### config.mk
export PLATFORM = sky130hd
export DESIGN_NAME = fsm16_stim_driver
export DESIGN_NICKNAME = d
export VERILOG_FILES = /design/src/rtl/fsm16_pkg.sv /design/src/rtl/fsm16_cmd_fifo.sv /design/src/rtl/fsm16_stim_driver.sv
export SDC_FILE = /design/constraint.sdc
export NUM_CORES = 1
export LEC_CHECK = 0
export CORE_MARGIN = 2
export CORE_UTILIZATION = 40
export CTS_CLUSTER_DIAMETER = 100
export CTS_CLUSTER_SIZE = 24
export DETAILED_ROUTE_END_ITERATION = 6
export PLACE_DENSITY = 0.81
export SYNTH_ARGS = -nofsm -noshare
export SYNTH_HDL_FRONTEND = slang
export SYNTH_SLANG_ARGS = --single-unit
### constraint.sdc
create_clock -name clk -period 4.4 [get_ports clk]
set_input_delay 0.88 -clock clk [delete_from_list [all_inputs] [get_ports clk]]
set_output_delay 0.88 -clock clk [all_outputs]
set_load 0.03 [all_outputs]
### src/rtl/fsm16_pkg.sv
// Shared types and helpers for the 16-state dual-input branching FSM stimulus driver.
// Provides the state type, successor rule and canonical steering pair per state.
package fsm16_pkg;

  typedef enum logic [3:0] {
    S0,  S1,  S2,  S3,  S4,  S5,  S6,  S7,
    S8,  S9,  S10, S11, S12, S13, S14, S15
  } state_t;

  // Only the low three bits select the branch condition; the successor doubles them.
  function automatic state_t next_state(input state_t s, input logic br);
    logic [3:0] n;
    n = {s[2:0], 1'b0} + (br ? 4'd1 : 4'd2);
    return state_t'(n);
  endfunction

  // Returns {input1, input2} making the state's condition evaluate to br.
  function automatic logic [1:0] drive_pair(input state_t s, input logic br);
    logic [1:0] p;
    case (s[2:0])
      3'd0:    p = br ? 2'b11 : 2'b00;  // a & b
      3'd1:    p = br ? 2'b01 : 2'b11;  // !a & b
      3'd2:    p = br ? 2'b10 : 2'b11;  // a & !b
      3'd3:    p = br ? 2'b00 : 2'b11;  // !a & !b
      3'd4:    p = br ? 2'b11 : 2'b00;  // a | b
      3'd5:    p = br ? 2'b01 : 2'b10;  // !a | b
      3'd6:    p = br ? 2'b10 : 2'b01;  // a | !b
      default: p = br ? 2'b00 : 2'b11;  // !a | !b
    endcase
    return p;
  endfunction

endpackage

### src/rtl/fsm16_cmd_fifo.sv
// DEPTH x 1-bit branch command FIFO with registered occupancy count.
// Storage is not reset; only pointers and count are.
module fsm16_cmd_fifo #(
  parameter int DEPTH = 4
) (
  input  logic clk,
  input  logic reset,
  input  logic push,
  input  logic push_data,
  input  logic pop,
  output logic head,
  output logic full,
  output logic empty
);

  localparam int AW = $clog2(DEPTH);
  localparam int CW = AW + 1;

  logic          mem [DEPTH];
  logic [AW-1:0] wr_ptr;
  logic [AW-1:0] rd_ptr;
  logic [CW-1:0] count;

  always_ff @(posedge clk) begin
    if (reset) begin
      wr_ptr <= '0;
      rd_ptr <= '0;
      count  <= '0;
    end else begin
      if (push) wr_ptr <= wr_ptr + AW'(1);
      if (pop)  rd_ptr <= rd_ptr + AW'(1);
      case ({push, pop})
        2'b10:   count <= count + CW'(1);
        2'b01:   count <= count - CW'(1);
        default: count <= count;
      endcase
    end
  end

  always_ff @(posedge clk) begin
    if (push) mem[wr_ptr] <= push_data;
  end

  assign head  = mem[rd_ptr];
  assign full  = (count == CW'(DEPTH));
  assign empty = (count == '0);

endmodule

### src/rtl/fsm16_stim_driver.sv
// Converts queued branch decisions into input1/input2 pairs for the 16-state FSM and
// keeps a golden mirror of its state. Optional checker enabled by FSM16_DRV_CHECK_EN.
module fsm16_stim_driver
  import fsm16_pkg::*;
#(
  parameter int   DEPTH       = 4,
  parameter logic IDLE_BRANCH = 1'b0
) (
  input  logic       clk,
  input  logic       reset,
  input  logic       cmd_valid,
  input  logic       cmd_branch,
  output logic       cmd_ready,
  input  logic       run,
  output logic       step,
  output logic       input1,
  output logic       input2,
  output logic [3:0] mirror,
  output logic       underrun,
  input  logic [3:0] obs_state,
  output logic       mismatch,
  output logic [3:0] mm_exp,
  output logic [3:0] mm_obs
);

  state_t mirror_q;
  logic   head;
  logic   full;
  logic   empty;
  logic   push;
  logic   pop;
  logic   br;

  assign step      = run & ~reset;
  assign cmd_ready = ~full;
  assign push      = cmd_valid & cmd_ready;
  assign pop       = step & ~empty;
  assign br        = empty ? IDLE_BRANCH : head;

  fsm16_cmd_fifo #(
    .DEPTH (DEPTH)
  ) u_fifo (
    .clk       (clk),
    .reset     (reset),
    .push      (push),
    .push_data (cmd_branch),
    .pop       (pop),
    .head      (head),
    .full      (full),
    .empty     (empty)
  );

  always_ff @(posedge clk) begin
    if (reset) begin
      mirror_q <= S0;
      underrun <= 1'b0;
    end else begin
      if (step) mirror_q <= next_state(mirror_q, br);
      underrun <= step & empty;
    end
  end

  assign mirror           = mirror_q;
  assign {input1, input2} = reset ? 2'b00 : drive_pair(mirror_q, br);

`ifdef FSM16_DRV_CHECK_EN
  // The observed FSM advances on the same edge as the mirror, so compare one cycle after a step.
  logic step_q;

  always_ff @(posedge clk) begin
    if (reset) begin
      step_q   <= 1'b0;
      mismatch <= 1'b0;
      mm_exp   <= 4'd0;
      mm_obs   <= 4'd0;
    end else begin
      step_q <= step;
      if (step_q && !mismatch && (obs_state != mirror_q)) begin
        mismatch <= 1'b1;
        mm_exp   <= mirror_q;
        mm_obs   <= obs_state;
      end
    end
  end
`else
  logic unused_obs;
  assign unused_obs = ^obs_state;
  assign mismatch   = 1'b0;
  assign mm_exp     = 4'd0;
  assign mm_obs     = 4'd0;
`endif

endmodule

# Yosys cells after proc, flatten, opt, wreduce, memory -nomap -nowiden
# Memories as Yosys holds them, arrays and structs flattened. A register that Yosys moved wholly into a read port is not among the register bits.
# Cells that the tools add are included.
[classes]
n_reduce_logical = 4
order_cmp = 0
n_shift = 0
bitwise_logic = 7
n_eq_ne = 8
n_mux = 15
n_mul = 0
div = 0
addsub = 5
[ops]
columns = ["op", "count"]
rows = [
  ["$mux W2", 9],
  ["$eq A3 B3 Y1 const B", 4],
  ["$pmux W2 S5", 1],
  ["$logic_not A3 Y1", 2],
  ["$pmux W3 S2", 1],
  ["$add A2 B1 Y2 const B", 2],
  ["$add A4 B2 Y4", 1],
  ["$and A1 B1 Y1", 4],
  ["$mux W1", 4],
  ["$add A3 B1 Y3 const B", 1],
  ["$eq A3 B1 Y1 const B", 1],
  ["$eq A3 B2 Y1 const B", 1],
  ["$not A1 Y1", 3],
  ["$sub A3 B1 Y3 const B", 1],
  ["$eq A2 B1 Y1 const B", 1],
  ["$eq A2 B2 Y1 const B", 1],
  ["$reduce_bool A2 Y1", 1],
  ["$reduce_or A2 Y1", 1],
]
[totals]
inputBits = 9
elab_cells = 45
reg_bits = 12
romBits = 0
ram_bits = 4
latchBits = 0
mem_count = 1
output_inout_bits = 18
[memory_table]
columns = ["name", "words", "word_bits", "rd", "rd_ports_with_merged_regs", "wr", "line", "source"]
rows = [
  ["u_fifo.mem", 4, 1, 1, 1, 1, "fsm16_cmd_fifo.sv:19", "logic mem [DEPTH];"],
]

# Depth between registers and ports, before layout
[logic_depth]
ltp_word = 5
ltp_mapped = 9
mapped_depth_nobuf = 8

# Cells and area by module
# Synthesis repeated with hierarchy kept, for this count alone.
[hier_totals]
cells_unflattened = 92
area_unflattened_um2 = 942.2
[modules_own_cells]
columns = ["mod", "seq_area_each_um2", "area_each_um2", "n_inst", "cells_per_inst"]
rows = [
  ["fsm16_cmd_fifo", 300.3, 576.8, 1, 52],
  ["fsm16_stim_driver", 100.1, 365.4, 1, 40],
]

# Least setup slack after synthesis
# Ideal clock, no wire load.
[synth_path]
kind = "register to output"
from = "register (tool-made name)"
to = "output input1"
slack_ps = 1808
stages_incl_launch_ff = 3
arrival_time_ps = 1712
n_path_buf = 0
required_time_ps = 3520
path_cell_list = "dfxtp_1 mux4_2 a311oi_1"
[synth_lines]
columns = ["item", "line", "source"]
rows = [
  ["to (decl)", "fsm16_stim_driver.sv:16", "output logic input1,"],
]

# Final worst setup path
[layout_path]
from = "input reset"
to = "output step"
[layout_between]
elab_chain_len = 2
[layout_lines]
columns = ["item", "line", "source"]
rows = [
  ["from (decl)", "fsm16_stim_driver.sv:10", "input logic reset,"],
  ["$not A1 Y1", "fsm16_stim_driver.sv:34", "assign step = run & ~reset;"],
  ["$and A1 B1 Y1", "fsm16_stim_driver.sv:34", ""],
  ["to (decl)", "fsm16_stim_driver.sv:15", "output logic step,"],
]
# Every way passes these cells.

==> metrics.csv <==
stage,metric,value,unit
setup_path,cp_max_fo,15,
grt,grt_pass1_wl,2.62,mm
layout,ff_latch_area,400,um2
power,p_leak,0.437,nW
grt,grt_pass1_vias,614,
layout,n_antenna_cell,0,
sta,timing.fmax,280,MHz
cts,h-tree-depth,1,
detailed_routing,num_vias,681,
sta,setup_viol_count_final,0,
logic_synthesis,ys.warnings.count,0,
grt,grt_usage,12.9,%
setup_path,cp_common_cell,clkdlybuf4s50_1,
cts,cts_hold_buf,0,
cts,cts_tree,built,
placed_design,place.gp.congestion,0.673,
logic_synthesis,netlist_area,948,um2
die,die_area,2780,um2
detailed_routing,drt_iter0_markers,9,
logic_synthesis,syn-instance-count,96,
logic_synthesis,yosysUniqueCellTypes,32,
grt,grt_start_max_net_pins,16,
logic_synthesis,synth.most_common_cell,dfxtp_1,
setup_path,crit_chain,"clkdlybuf4s50_1, nand2b_1, inv_1, clkdlybuf4s50_1",
power,ir_worst_vdd,0.225,mV
die,initial_core_util,42.5,%
layout,fillers,228,
status,outcome,completed,
layout,multi_input_area,457,um2
setup_path,crit_path_max_incr_delay,0.69,ns
logic_synthesis,synth_area_per_cell,9.88,um2
sta,rsz0062_at_grt,no,
cts,post-cts-setup-buffers,0,
detailed_routing,vias_per_cell,5.04,
logic_synthesis,yosys-top-cells-count,"14 x dfxtp_1, 9 x buf_4, 9 x nor2_1",
detailed_routing,drt_drc_violations_left,0,
cts,path_clk_slew,0.09,ns
layout,nets,125,
placed_design,dpl_worst_slack,0.839,ns
logic_synthesis,async_reset_ff_share,0,%
die,coreArea,2230,um2
setup_path,ff2ff_path_depth,8,
logic_synthesis,synth.top_cell.area_share,29.6,%
die,die_height,52.7,um
power,powerDensity,420,nW/um2
layout,area_delta_synth_final,13.3,%
die,ioPinCount,27,
sta,final.setup.worst_slack,0.830,ns
setup_path,worstPathRequired,3.52,ns
flow_run,cap_violations,0,
logic_synthesis,synth_edf_count,4,
logic_synthesis,synth_ff_type,dfxtp_1,
detailed_routing,dr.pass1.iters,5,
cts,clk-insertion-delay-late,0.28,ns
placed_design,io_buffer_count,13,
placed_design,hpwl,1.17,mm
sta,finalCritPeriodShare,81.1,%
cts,cts_sinks,18,
layout,drive_above_1_share,4.67,%
cts,clockBufferDepth,2,
logic_synthesis,synth_area_leader_cell,dfxtp_1,
logic_synthesis,yosysSeqAreaShare,42.2,%
setup_path,path_delay_family,buffers and inverters,
cts,cts_resized,0,
setup_path,path_depth,4,
detailed_routing,wire_per_inst,11.6,um
setup_path,start_kind,primary input,
setup_path,crit_buf_inv,3,
sta,maxSlewViolCount,0,
sta,skew,0.000543,ns
sta,tightestPinTransition,0.553,ns
sta,slew_headroom,63.0,%
sta,final-hold-violation-count,0,
grt,antenna_found_initial,0,
die,die_w,52.7,um
cts,cts-buffers-inserted,3,
detailed_routing,ant_nets,0,
setup_path,arrival,2.69,ns
detailed_routing,drt-total-wl,1.57,mm
cts,cts-root-buf,clkbuf_4,
sta,fin_setup_tns,0,ns
die,num_rows,17,
logic_synthesis,synth_area_leaders,"dfxtp_1 30%, edfxtp_1 13%, ha_1 9.2%",
setup_path,critPathCaptureType,output port,
grt,grt_overflow,0,
sta,finalCriticalPeriod,3.57,ns
logic_synthesis,ys_ff_latch,18,
hold_path,hold_path_class,flip-flop to flip-flop,
setup_path,crit_slowest_cell,clkdlybuf4s50_1,
hold_path,hold_path_depth,2,
setup_path,crit_type,primary input to output port,
-- through the flow --
step | area [um2] | util, % | total power, mW | hold WS, ns | cells
6_report | 1070 | 48.1 | 0.452 | 0.509 | 135
5_1_grt | 1070 | 48.1 | 0.485 | 0.568 | 135
4_1_cts | 1070 | 48.1 | 0.456 | 0.516 | 135
3_5_place_dp | 1050 | 46.9 | 0.372 | 0.501 | 131
3_3_place_gp | 1050 | 46.9 | 0.363 | 0.484 | 131
2_1_floorplan | 978 | - | 0.334 | 0.485 | 104
-- worst reg2reg max path, cell delays in order, from the launching register on --
cell and delay, ns:
dfxtp_1 0.41, or3b_1 0.51, nand2_1 0.13, ha_1 0.20, inv_1 0.06, fa_1 0.38
xor2_1 0.17, or3_1 0.31, a21oi_1 0.15
-- where the power goes --
| part | internal [mW] | switching [mW] |
|---|---|---|
| Combinational | 0.0649 | 0.0961 |
| Sequential | 0.189 | 0.0194 |
| Clock | 0.0352 | 0.0469 |
| Total | 0.289 | 0.162 |
-- cells by family (layout without fill, tap and decap cells) --
| group | count (synthesis) | count (layout) | synth area share, % |
|---|---|---|---|
| AO/OA/AOI/OAI | 17 | 17 | 12.3 |
| XOR/XNOR | 4 | 4 | 3.69 |
| adder cells (fa/ha/maj) | 8 | 8 | 11.3 |
| buffers and inverters | 21 | 24 | 12.8 |
| flip-flops | 18 | 18 | 42.2 |
| multiplexers | 3 | 3 | 4.49 |
| other | 1 | 9 | 0.395 |
| AND/OR/NAND/NOR | 24 | 24 | 12.8 |
-- placed cells by master (no fill, tap or decap), drive strengths merged, types with 3 or more instances in the layout --
cell	count
inv	7
nor2	9
conb	9
ha	7
dfxtp	14
or3	3
a21oi	6
xor2	3
and3	4
clkdlybuf4s50	13
edfxtp	4
clkbuf	4
-- cell type report --
cell class	instances	share of cell area [%]
clock buffers	4	2.44
inverters	7	2.44
multi-input cells	65	42.5
well taps	28	3.26
flip-flops and latches	18	37.3
repair buffers	13	12.1
-- per-layer routing --
| metal | up-vias | routed length, um | GRT usage [%] |
|---|---|---|---|
| met1 | 324 | 671 | 13.6 |
| met2 | 20 | 787 | 23.3 |
| met4 | 0 | 6 | 3.85 |
| met3 | 2 | 100 | 5.14 |
| li1 | 335 | - | - |
| met5 | - | 0 | 0 |
-- final timing paths --
kind | from | slack [ns] | end
worst min register to register | mirror[3] | 0.51 | mirror[3]
worst min-delay path | mirror[3] | 0.51 | mirror[3]
worst max-delay path | reset | 0.83 | step
worst max register to register | u_fifo.count[2] | 2.03 | u_fifo.count[2]
No activity file was read; power rests on OpenSTA's default activity.
